$ cat config.mk
export PLATFORM = sky130hd
export DESIGN_NAME = mem_access_ctrl_flat
export DESIGN_NICKNAME = d
export VERILOG_FILES = /design/src/rtl/mem_access_ctrl_if.sv /design/src/rtl/mem_access_ctrl.sv /design/src/flat_wrapper.sv
export SDC_FILE = /design/constraint.sdc
export NUM_CORES = 1
export LEC_CHECK = 0
export ABC_AREA = 1
export BUFFER_PORTS_ARGS = -buffer_cell sky130_fd_sc_hd__clkbuf_2
export CAP_MARGIN = 25
export CORE_MARGIN = 1
export CORE_UTILIZATION = 50
export DETAILED_ROUTE_END_ITERATION = 10
export PLACE_DENSITY = 0.76
export SYNTH_ARGS = -nofsm -noshare
export SYNTH_HDL_FRONTEND = slang
export SYNTH_SLANG_ARGS = --single-unit
export TNS_END_PERCENT = 30
$ cat constraint.sdc
create_clock -name clk -period 2.3 [get_ports clk]
set_input_delay 0 -clock clk [delete_from_list [all_inputs] [get_ports clk]]
set_output_delay 0 -clock clk [all_outputs]
set_load 0.005 [all_outputs]
$ cat src/rtl/mem_access_ctrl_if.sv
// Pipeline MEM-stage request plus data-cache bus seen by the memory access controller.
// slave = the controller, master = the pipeline/cache side that drives its inputs.
interface mem_access_ctrl_if;
    logic        req_valid;
    logic        dcacheR;
    logic        dcacheW;
    logic        ldi_op;
    logic        sti_op;
    logic        ldb_op;
    logic        stb_op;
    logic [15:0] mem_addr;
    logic [15:0] store_data;
    logic        dcache_read;
    logic        dcache_write;
    logic [15:0] dcache_address;
    logic [15:0] dcache_wdata;
    logic [1:0]  dcache_wmask;
    logic [15:0] dcache_rdata;
    logic        dcache_resp;
    logic [15:0] mem_rdata;
    logic        stall;

    modport slave (
        input  req_valid, dcacheR, dcacheW, ldi_op, sti_op, ldb_op, stb_op,
        input  mem_addr, store_data, dcache_rdata, dcache_resp,
        output dcache_read, dcache_write, dcache_address, dcache_wdata,
        output dcache_wmask, mem_rdata, stall
    );

    modport master (
        output req_valid, dcacheR, dcacheW, ldi_op, sti_op, ldb_op, stb_op,
        output mem_addr, store_data, dcache_rdata, dcache_resp,
        input  dcache_read, dcache_write, dcache_address, dcache_wdata,
        input  dcache_wmask, mem_rdata, stall
    );
endinterface

$ cat src/rtl/mem_access_ctrl.sv
// LC-3b MEM-stage controller: sequences word/byte/indirect loads and stores onto the
// data cache and stalls the pipeline until the access finishes.
module mem_access_ctrl (
    input  logic             clk,
    input  logic             rst_n,
    mem_access_ctrl_if.slave bus
);
    typedef enum logic [1:0] {IDLE, PTR, DATA, DONE} state_t;

    state_t      r_state;
    logic        r_rd;
    logic        r_wr;
    logic        r_ind;
    logic        r_byte;
    logic        r_abort;
    logic [15:0] r_addr;
    logic [15:0] r_sdata;
    logic [15:0] r_ptr;
    logic [15:0] r_mem_rdata;

    logic        w_mem_op;
    logic        w_abort;
    logic [15:0] w_base;
    logic        w_read;
    logic        w_write;
    logic [15:0] w_address;
    logic [15:0] w_wdata;
    logic [1:0]  w_wmask;

    assign w_mem_op = bus.req_valid & (bus.dcacheR | bus.dcacheW);
    // Once the request disappears mid-access we still finish the cache cycle, then drop it.
    assign w_abort  = r_abort | ~bus.req_valid;
    assign w_base   = r_ind ? r_ptr : r_addr;

    // Cache-side outputs decode only registered state, so they hold steady for the
    // whole access and fall to zero the instant reset clears the state.
    always_comb begin
        w_read    = 1'b0;
        w_write   = 1'b0;
        w_address = 16'h0000;
        w_wdata   = 16'h0000;
        w_wmask   = 2'b00;
        case (r_state)
            PTR: begin
                w_read    = 1'b1;
                w_address = {r_addr[15:1], 1'b0};
            end
            DATA: begin
                w_read  = r_rd;
                w_write = r_wr;
                if (r_byte) begin
                    w_address = w_base;
                    w_wdata   = {r_sdata[7:0], r_sdata[7:0]};
                    w_wmask   = w_base[0] ? 2'b10 : 2'b01;
                end else begin
                    w_address = {w_base[15:1], 1'b0};
                    w_wdata   = r_sdata;
                    w_wmask   = 2'b11;
                end
            end
            default: ;
        endcase
    end

    always_ff @(posedge clk or negedge rst_n) begin
        if (!rst_n) begin
            r_state     <= IDLE;
            r_rd        <= 1'b0;
            r_wr        <= 1'b0;
            r_ind       <= 1'b0;
            r_byte      <= 1'b0;
            r_abort     <= 1'b0;
            r_addr      <= 16'h0000;
            r_sdata     <= 16'h0000;
            r_ptr       <= 16'h0000;
            r_mem_rdata <= 16'h0000;
        end else begin
            case (r_state)
                IDLE: begin
                    if (w_mem_op) begin
                        r_rd    <= bus.dcacheR;
                        r_wr    <= bus.dcacheW;
                        r_ind   <= bus.ldi_op | bus.sti_op;
                        r_byte  <= bus.ldb_op | bus.stb_op;
                        r_addr  <= bus.mem_addr;
                        r_sdata <= bus.store_data;
                        r_abort <= 1'b0;
                        r_state <= (bus.ldi_op | bus.sti_op) ? PTR : DATA;
                    end
                end
                PTR: begin
                    r_abort <= w_abort;
                    if (bus.dcache_resp) begin
                        r_ptr   <= bus.dcache_rdata;
                        r_state <= w_abort ? IDLE : DATA;
                    end
                end
                DATA: begin
                    r_abort <= w_abort;
                    if (bus.dcache_resp) begin
                        if (w_abort) begin
                            r_state <= IDLE;
                        end else begin
                            r_state <= DONE;
                            if (r_rd) begin
                                if (r_byte)
                                    r_mem_rdata <= w_base[0] ? {8'h00, bus.dcache_rdata[15:8]}
                                                             : {8'h00, bus.dcache_rdata[7:0]};
                                else
                                    r_mem_rdata <= bus.dcache_rdata;
                            end
                        end
                    end
                end
                default: r_state <= IDLE;
            endcase
        end
    end

    assign bus.dcache_read    = w_read;
    assign bus.dcache_write   = w_write;
    assign bus.dcache_address = w_address;
    assign bus.dcache_wdata   = w_wdata;
    assign bus.dcache_wmask   = w_wmask;
    assign bus.mem_rdata      = r_mem_rdata;
    // Reset must release the pipeline at once even while an op is still presented.
    assign bus.stall          = rst_n & w_mem_op & (r_state != DONE);
endmodule

$ cat src/flat_wrapper.sv
// flat-port wrapper written by rule: the top's interface ports become plain ports
module mem_access_ctrl_flat 
  (clk, rst_n, bus_req_valid, bus_dcacheR, bus_dcacheW, bus_ldi_op, bus_sti_op, bus_ldb_op, bus_stb_op, bus_mem_addr, bus_store_data, bus_dcache_rdata, bus_dcache_resp, bus_dcache_read, bus_dcache_write, bus_dcache_address, bus_dcache_wdata, bus_dcache_wmask, bus_mem_rdata, bus_stall);
  mem_access_ctrl_if bus_i ();
  input  logic clk;
  input  logic rst_n;
  input wire logic [$bits(bus_i.req_valid)-1:0] bus_req_valid;
  input wire logic [$bits(bus_i.dcacheR)-1:0] bus_dcacheR;
  input wire logic [$bits(bus_i.dcacheW)-1:0] bus_dcacheW;
  input wire logic [$bits(bus_i.ldi_op)-1:0] bus_ldi_op;
  input wire logic [$bits(bus_i.sti_op)-1:0] bus_sti_op;
  input wire logic [$bits(bus_i.ldb_op)-1:0] bus_ldb_op;
  input wire logic [$bits(bus_i.stb_op)-1:0] bus_stb_op;
  input wire logic [$bits(bus_i.mem_addr)-1:0] bus_mem_addr;
  input wire logic [$bits(bus_i.store_data)-1:0] bus_store_data;
  input wire logic [$bits(bus_i.dcache_rdata)-1:0] bus_dcache_rdata;
  input wire logic [$bits(bus_i.dcache_resp)-1:0] bus_dcache_resp;
  output wire logic [$bits(bus_i.dcache_read)-1:0] bus_dcache_read;
  output wire logic [$bits(bus_i.dcache_write)-1:0] bus_dcache_write;
  output wire logic [$bits(bus_i.dcache_address)-1:0] bus_dcache_address;
  output wire logic [$bits(bus_i.dcache_wdata)-1:0] bus_dcache_wdata;
  output wire logic [$bits(bus_i.dcache_wmask)-1:0] bus_dcache_wmask;
  output wire logic [$bits(bus_i.mem_rdata)-1:0] bus_mem_rdata;
  output wire logic [$bits(bus_i.stall)-1:0] bus_stall;
  assign bus_i.req_valid = bus_req_valid;
  assign bus_i.dcacheR = bus_dcacheR;
  assign bus_i.dcacheW = bus_dcacheW;
  assign bus_i.ldi_op = bus_ldi_op;
  assign bus_i.sti_op = bus_sti_op;
  assign bus_i.ldb_op = bus_ldb_op;
  assign bus_i.stb_op = bus_stb_op;
  assign bus_i.mem_addr = bus_mem_addr;
  assign bus_i.store_data = bus_store_data;
  assign bus_i.dcache_rdata = bus_dcache_rdata;
  assign bus_i.dcache_resp = bus_dcache_resp;
  assign bus_dcache_read = bus_i.dcache_read;
  assign bus_dcache_write = bus_i.dcache_write;
  assign bus_dcache_address = bus_i.dcache_address;
  assign bus_dcache_wdata = bus_i.dcache_wdata;
  assign bus_dcache_wmask = bus_i.dcache_wmask;
  assign bus_mem_rdata = bus_i.mem_rdata;
  assign bus_stall = bus_i.stall;
  mem_access_ctrl u_core (.clk(clk), .rst_n(rst_n), .bus(bus_i));
endmodule
Yosys cells after proc, flatten, opt, wreduce, memory -nomap -nowiden. Cells that the tools add are included.

Muxes and demuxes: 21. Add/subtract/negate cells: 0. Reductions and logical operators: 8. Bitwise logic cells: 9. Eq/ne operators: 6. Divide/modulo/power cells: 0. $mul: 0. $lt $le $gt $ge: 0. Shift operators: 0.

Operators with widths (number): 16-bit two-way mux (4); 16-bit case mux with 2 select lines (1); 2-bit two-way mux (9); 8-bit two-way mux (1); 2-bit inequality test (second input constant) (3); 2-bit case mux with 3 select lines (1); 2-bit AND reduction (3); 1-bit bitwise OR (4); 1-bit case mux with 2 select lines (2); 4-bit AND reduction (1); 1-bit bitwise AND (3); 1-bit two-way mux (3); 3-bit AND reduction (1); 2-bit by 1-bit equality test with 1-bit output (second input constant) (1); 2-bit equality test (second input constant) (1); 2-bit zero test (1); 2-bit by 1-bit inequality test with 1-bit output (second input constant) (1); 1-bit NOT (2); 2-bit nonzero test (1); 2-bit OR reduction (1).

Bits in latches: 0. Memories: 0. Logic and storage cells: 54. Memory bits (read-only): 0. Bits of input ports: 58. Bits in registers: 71. Bits in writable memories: 0.

Logic depth before layout (Yosys ltp).
Depth after elaboration: 5. Depth in mapped cells: 8.

Worst setup path after synthesis. Ideal clock, no wire load.

Kind: register to register. Start: register u_core.r_state[0]. End: register u_core.r_mem_rdata[7], in the netlist u_core.bus.mem_rdata[7]. Arrival: 1.301 ns. Data required time: 2.183 ns. Stages on the path, launching flop included: 9. Slack: 0.881 ns. Cells stage by stage: dfrtp_1 > inv_1 > ha_1 > nand2_1 > nor2_8 > inv_4 > buf_6 > nand2_1 > nand2_1.

Cells in the longest elaborated chain, start to end: 2.

Ends and longest elaborated chain: start, declared (line mem_access_ctrl.sv:10) `state_t r_state;`; start signal, assigned (line mem_access_ctrl.sv:88) `r_state <= (bus.ldi_op | bus.sti_op) ? PTR : DATA;`; start signal, assigned (line mem_access_ctrl.sv:95) `r_state <= w_abort ? IDLE : DATA;`; 2-bit equality test (line mem_access_ctrl.sv:78) `case (r_state)`; 4-bit AND reduction (no source line); end signal, assigned (line mem_access_ctrl.sv:107) `r_mem_rdata <= w_base[0] ? {8'h00, bus.dcache_rdata[15:8]}`; end signal, assigned (line mem_access_ctrl.sv:110) `r_mem_rdata <= bus.dcache_rdata;`; end, declared (line mem_access_ctrl.sv:19) `logic [15:0] r_mem_rdata;`.

Every way passes these cells. A chain may end at the register's enable or synchronous reset.

Worst setup path after layout.
Start: register u_core.r_state[0]. End: register u_core.r_byte.

Cells in the longest elaborated chain, start to end: 2.

Ends and longest elaborated chain: 2-bit zero test (line mem_access_ctrl.sv:78); 2-bit AND reduction (no source line); end signal, assigned (line mem_access_ctrl.sv:84) `r_byte <= bus.ldb_op | bus.stb_op;`; end, declared (line mem_access_ctrl.sv:14) `logic r_byte;`.

Every way passes these cells.

==> flow_summary.json <==
{
  "synthesis.instances": 462,
  "finalSetupViolations": 0,
  "hold_depth": 3,
  "core_area_um2": 6790,
  "synth_area_um2": 3500,
  "tightest_slew_ns": 0.837,
  "grt-ovfl-total": 0,
  "critPathMaxFanout": 37,
  "syn_nets": 526,
  "period_needed_ns": 2.12,
  "portBuffers": 110,
  "start_kind": "flip-flop",
  "pwr-share-comb": 0.377,
  "drtIter0Drc": 165,
  "die_h_um": 85.6,
  "fin_worst_skew_ns": 0.0163,
  "cp.arrival_ns": 2.38,
  "clockRootBuffer": "clkbuf_8",
  "regToRegSetupSlack_ns": 0.18,
  "reg2reg_to": "u_core.r_byte$_DFFE_PN0P_",
  "fin_nets": 683,
  "synth_edf_count": 0,
  "grt_pass1_vias": 3390,
  "start_util": 0.515,
  "synth_top_area_cell": "dfrtp_1",
  "drv_cap": 0,
  "synthFlopType": "dfrtp_1",
  "path_cells": "inv_1, ha_2, inv_1, nor2_2, buf_12, o21ai_0, dlygate4sd3_1, o21ai_0",
  "reg2reg_from": "u_core.r_state[0]$_DFFE_PN0P_",
  "clk_path_buf_depth": 2,
  "yosysWarnings": 0,
  "fillers": 547,
  "worst_path_max_delay_cell": "dlygate4sd3_1",
  "ys_ff_latch": 71,
  "end_kind": "flip-flop",
  "numCtsBuffers": 9,
  "vias": 3489,
  "dp_hpwl_mm": 6.14,
  "rsz0062_at_grt": "no",
  "fin_setup_tns_ns": 0,
  "finalHoldViolations": 0,
  "drtPass1Iterations": 5,
  "fin_cells": 720,
  "drc_errors": 0,
  "yosysSeqAreaShare": 0.508,
  "clk_pin_slew_ns": 0.08,
  "wl_per_cell_um": 13.1,
  "hold_path_end": "u_core.r_ind$_DFFE_PN0P_",
  "hp-start": "bus_ldi_op",
  "max_slew_margin": 0.441,
  "placedCellCount": 651,
  "yosys.area.top_type_share": 0.508,
  "avgSynthCellArea_um2": 7.57,
  "ioPinCount": 111,
  "status": "finished clean",
  "powerDensity_nw_per_um2": 1110,
  "whs_ns": 0.0211,
  "p_sw_frac": 0.396,
  "min_path_type": "input pin to flip-flop",
  "ys_types": 22,
  "rows": 30,
  "dieArea_um2": 7340,
  "insertion_delay_ns": 0.35,
  "synthArstFlopShare": 1.00,
  "diodes": 0,
  "htreeDepth": 3,
  "wl_mm": 9.46,
  "clkPwrFrac": 0.208,
  "slowest_delay_ns": 0.56,
  "via_per_inst": 4.85,
  "period_share": 0.920,
  "critPathRequiredTime_ns": 2.56,
  "grt_max_degree": 43,
  "antenna_left": 0,
  "drv_slew": 0,
  "internal_power_uw": 3240,
  "leakage_uw": 0.00274,
  "grt_pass1_wl_mm": 15.6,
  "vdd_drop_max_v": 0.000564,
  "routabilityCongestion": 0.876,
  "areaGrowthSynthToFinish_pct": 38.5,
  "drive_gt1_frac": 0.223,
  "die_w_um": 85.6,
  "crit_type": "flip-flop to flip-flop",
  "r2r_cells": 8,
  "max_freq_ghz": 0.473,
  "pwr-share-seq": 0.414,
  "grtUsageTotal": 0.274,
  "antenna_found_initial": 0,
  "cts_tree": "yes",
  "cts.sinks": 71,
  "ys_top_cells_by_area": "dfrtp_1 (51%), nand2_1 (23%), o21ai_0 (4.4%)",
  "power.switching_uw": 2120
}
[layout by cell type, fill, tap and decap left out, drive strengths merged]
| cell | n |
|---|---|
| nand3 | 26 |
| bufinv | 2 |
| clkinv | 4 |
| buf | 5 |
| nand2 | 217 |
| nor3 | 1 |
| clkinvlp | 1 |
| o211ai | 1 |
| ha | 6 |
| a21oi | 20 |
| clkbuf | 120 |
| dfrtp | 71 |
| inv | 40 |
| dlygate4sd3 | 53 |
| o21ai | 33 |
| nor2 | 24 |
[metrics by stage]
| stage | total power (µW) | worst slack (ns) | util | cell area [µm²] |
|---|---|---|---|---|
| floorplan | 3440 | 0.881 | - | 3500 |
| global placement | 4040 | 0.634 | 0.599 | 4070 |
| detailed placement | 4120 | 0.577 | 0.599 | 4070 |
| CTS | 5310 | 0.0398 | 0.710 | 4820 |
| global route | 5800 | 0.0259 | 0.713 | 4840 |
| finish | 5360 | 0.185 | 0.713 | 4840 |
[synth_stat cells (5+ instances only)]
cell type,instances
buf_2,10
nand2_1,216
buf_6,5
nor2_1,21
inv_1,37
o21ai_0,31
ha_1,6
nand3_1,26
dfrtp_1,71
clkbuf_1,5
a21oi_1,20
[worst max-delay path: cells and delay by family (launching register included)]
kind / cells / cell delay, ns
buffers and inverters: 4 / 0.97
DFF: 1 / 0.43
and+or+nand+nor: 1 / 0.20
AOI/OAI and AO/OA: 2 / 0.17
adders and majority gates: 1 / 0.25
[registers in the layout (all words and copies together) (netlist names)]
register,count
u_core.bus.mem_rdata,16
u_core.r_addr,16
u_core.r_ptr,16
u_core.r_sdata,16
u_core.r_state,2
u_core.r_abort,1
u_core.r_byte,1
u_core.r_ind,1
u_core.r_rd,1
u_core.r_wr,1
[power by group through the flow]
stage | Sequential (µW) | Combinational [µW] | Clock [µW]
floorplan | 2130 | 1310 | 0
global placement | 2210 | 1830 | 0
detailed placement | 2220 | 1900 | 0
CTS | 2210 | 1980 | 1120
global route | 2290 | 2330 | 1170
finish | 2220 | 2020 | 1120
[metal layers]
layer	up-vias	global-route usage	routed length, µm
met4	0	0.0924	136
li1	1731	-	-
met1	1606	0.351	4190
met2	138	0.455	4550
met3	14	0.0683	577
met5	-	0	0
[logic make-up (layout without fill, tap and decap cells)]
kind of cell             after synthesis  in the layout  share of synthesized area
AO/OA/AOI/OAI                         54             54                     0.0801
AND/OR/NAND/NOR                      268            268                      0.307
buffers and inverters                 63            225                     0.0837
adder cells (fa/ha/maj)                6              6                     0.0215
flip-flops                            71             71                      0.508
[cell type report]
type | instances | area [µm²] | area share
Clock buffer | 11 | 141 | 0.0292
Clock inverter | 5 | 81.3 | 0.0168
Inverter | 42 | 160 | 0.0331
Multi-Input combinational cell | 328 | 1440 | 0.297
Sequential cell | 71 | 1780 | 0.367
Tap cell | 96 | 120 | 0.0248
Timing Repair Buffer | 167 | 1130 | 0.232
[worst max path at each step]
stage	start	to
2_1_floorplan	u_core.r_state[0]$_DFFE_PN0P_	u_core.bus.mem_rdata[7]$_DFFE_PN0P_
3_5_place_dp	u_core.r_state[0]$_DFFE_PN0P_	u_core.r_abort$_DFFE_PN0P_
3_3_place_gp	u_core.r_state[0]$_DFFE_PN0P_	u_core.r_byte$_DFFE_PN0P_
4_1_cts	u_core.r_state[0]$_DFFE_PN0P_	u_core.r_byte$_DFFE_PN0P_
5_1_grt	u_core.r_state[1]$_DFFE_PN0P_	bus_dcache_address[1]
6_report	u_core.r_state[0]$_DFFE_PN0P_	u_core.r_byte$_DFFE_PN0P_
[timing repair]
item | 4_1_cts | 5_1_grt
gates resized for setup | 0 | 5
endpoints found under the hold margin | 96 | 0
hold buffers | 53 | 0
setup endpoints to repair | 0 | 4
setup buffers | 0 | 0
(Power assumes the default switching activity.)
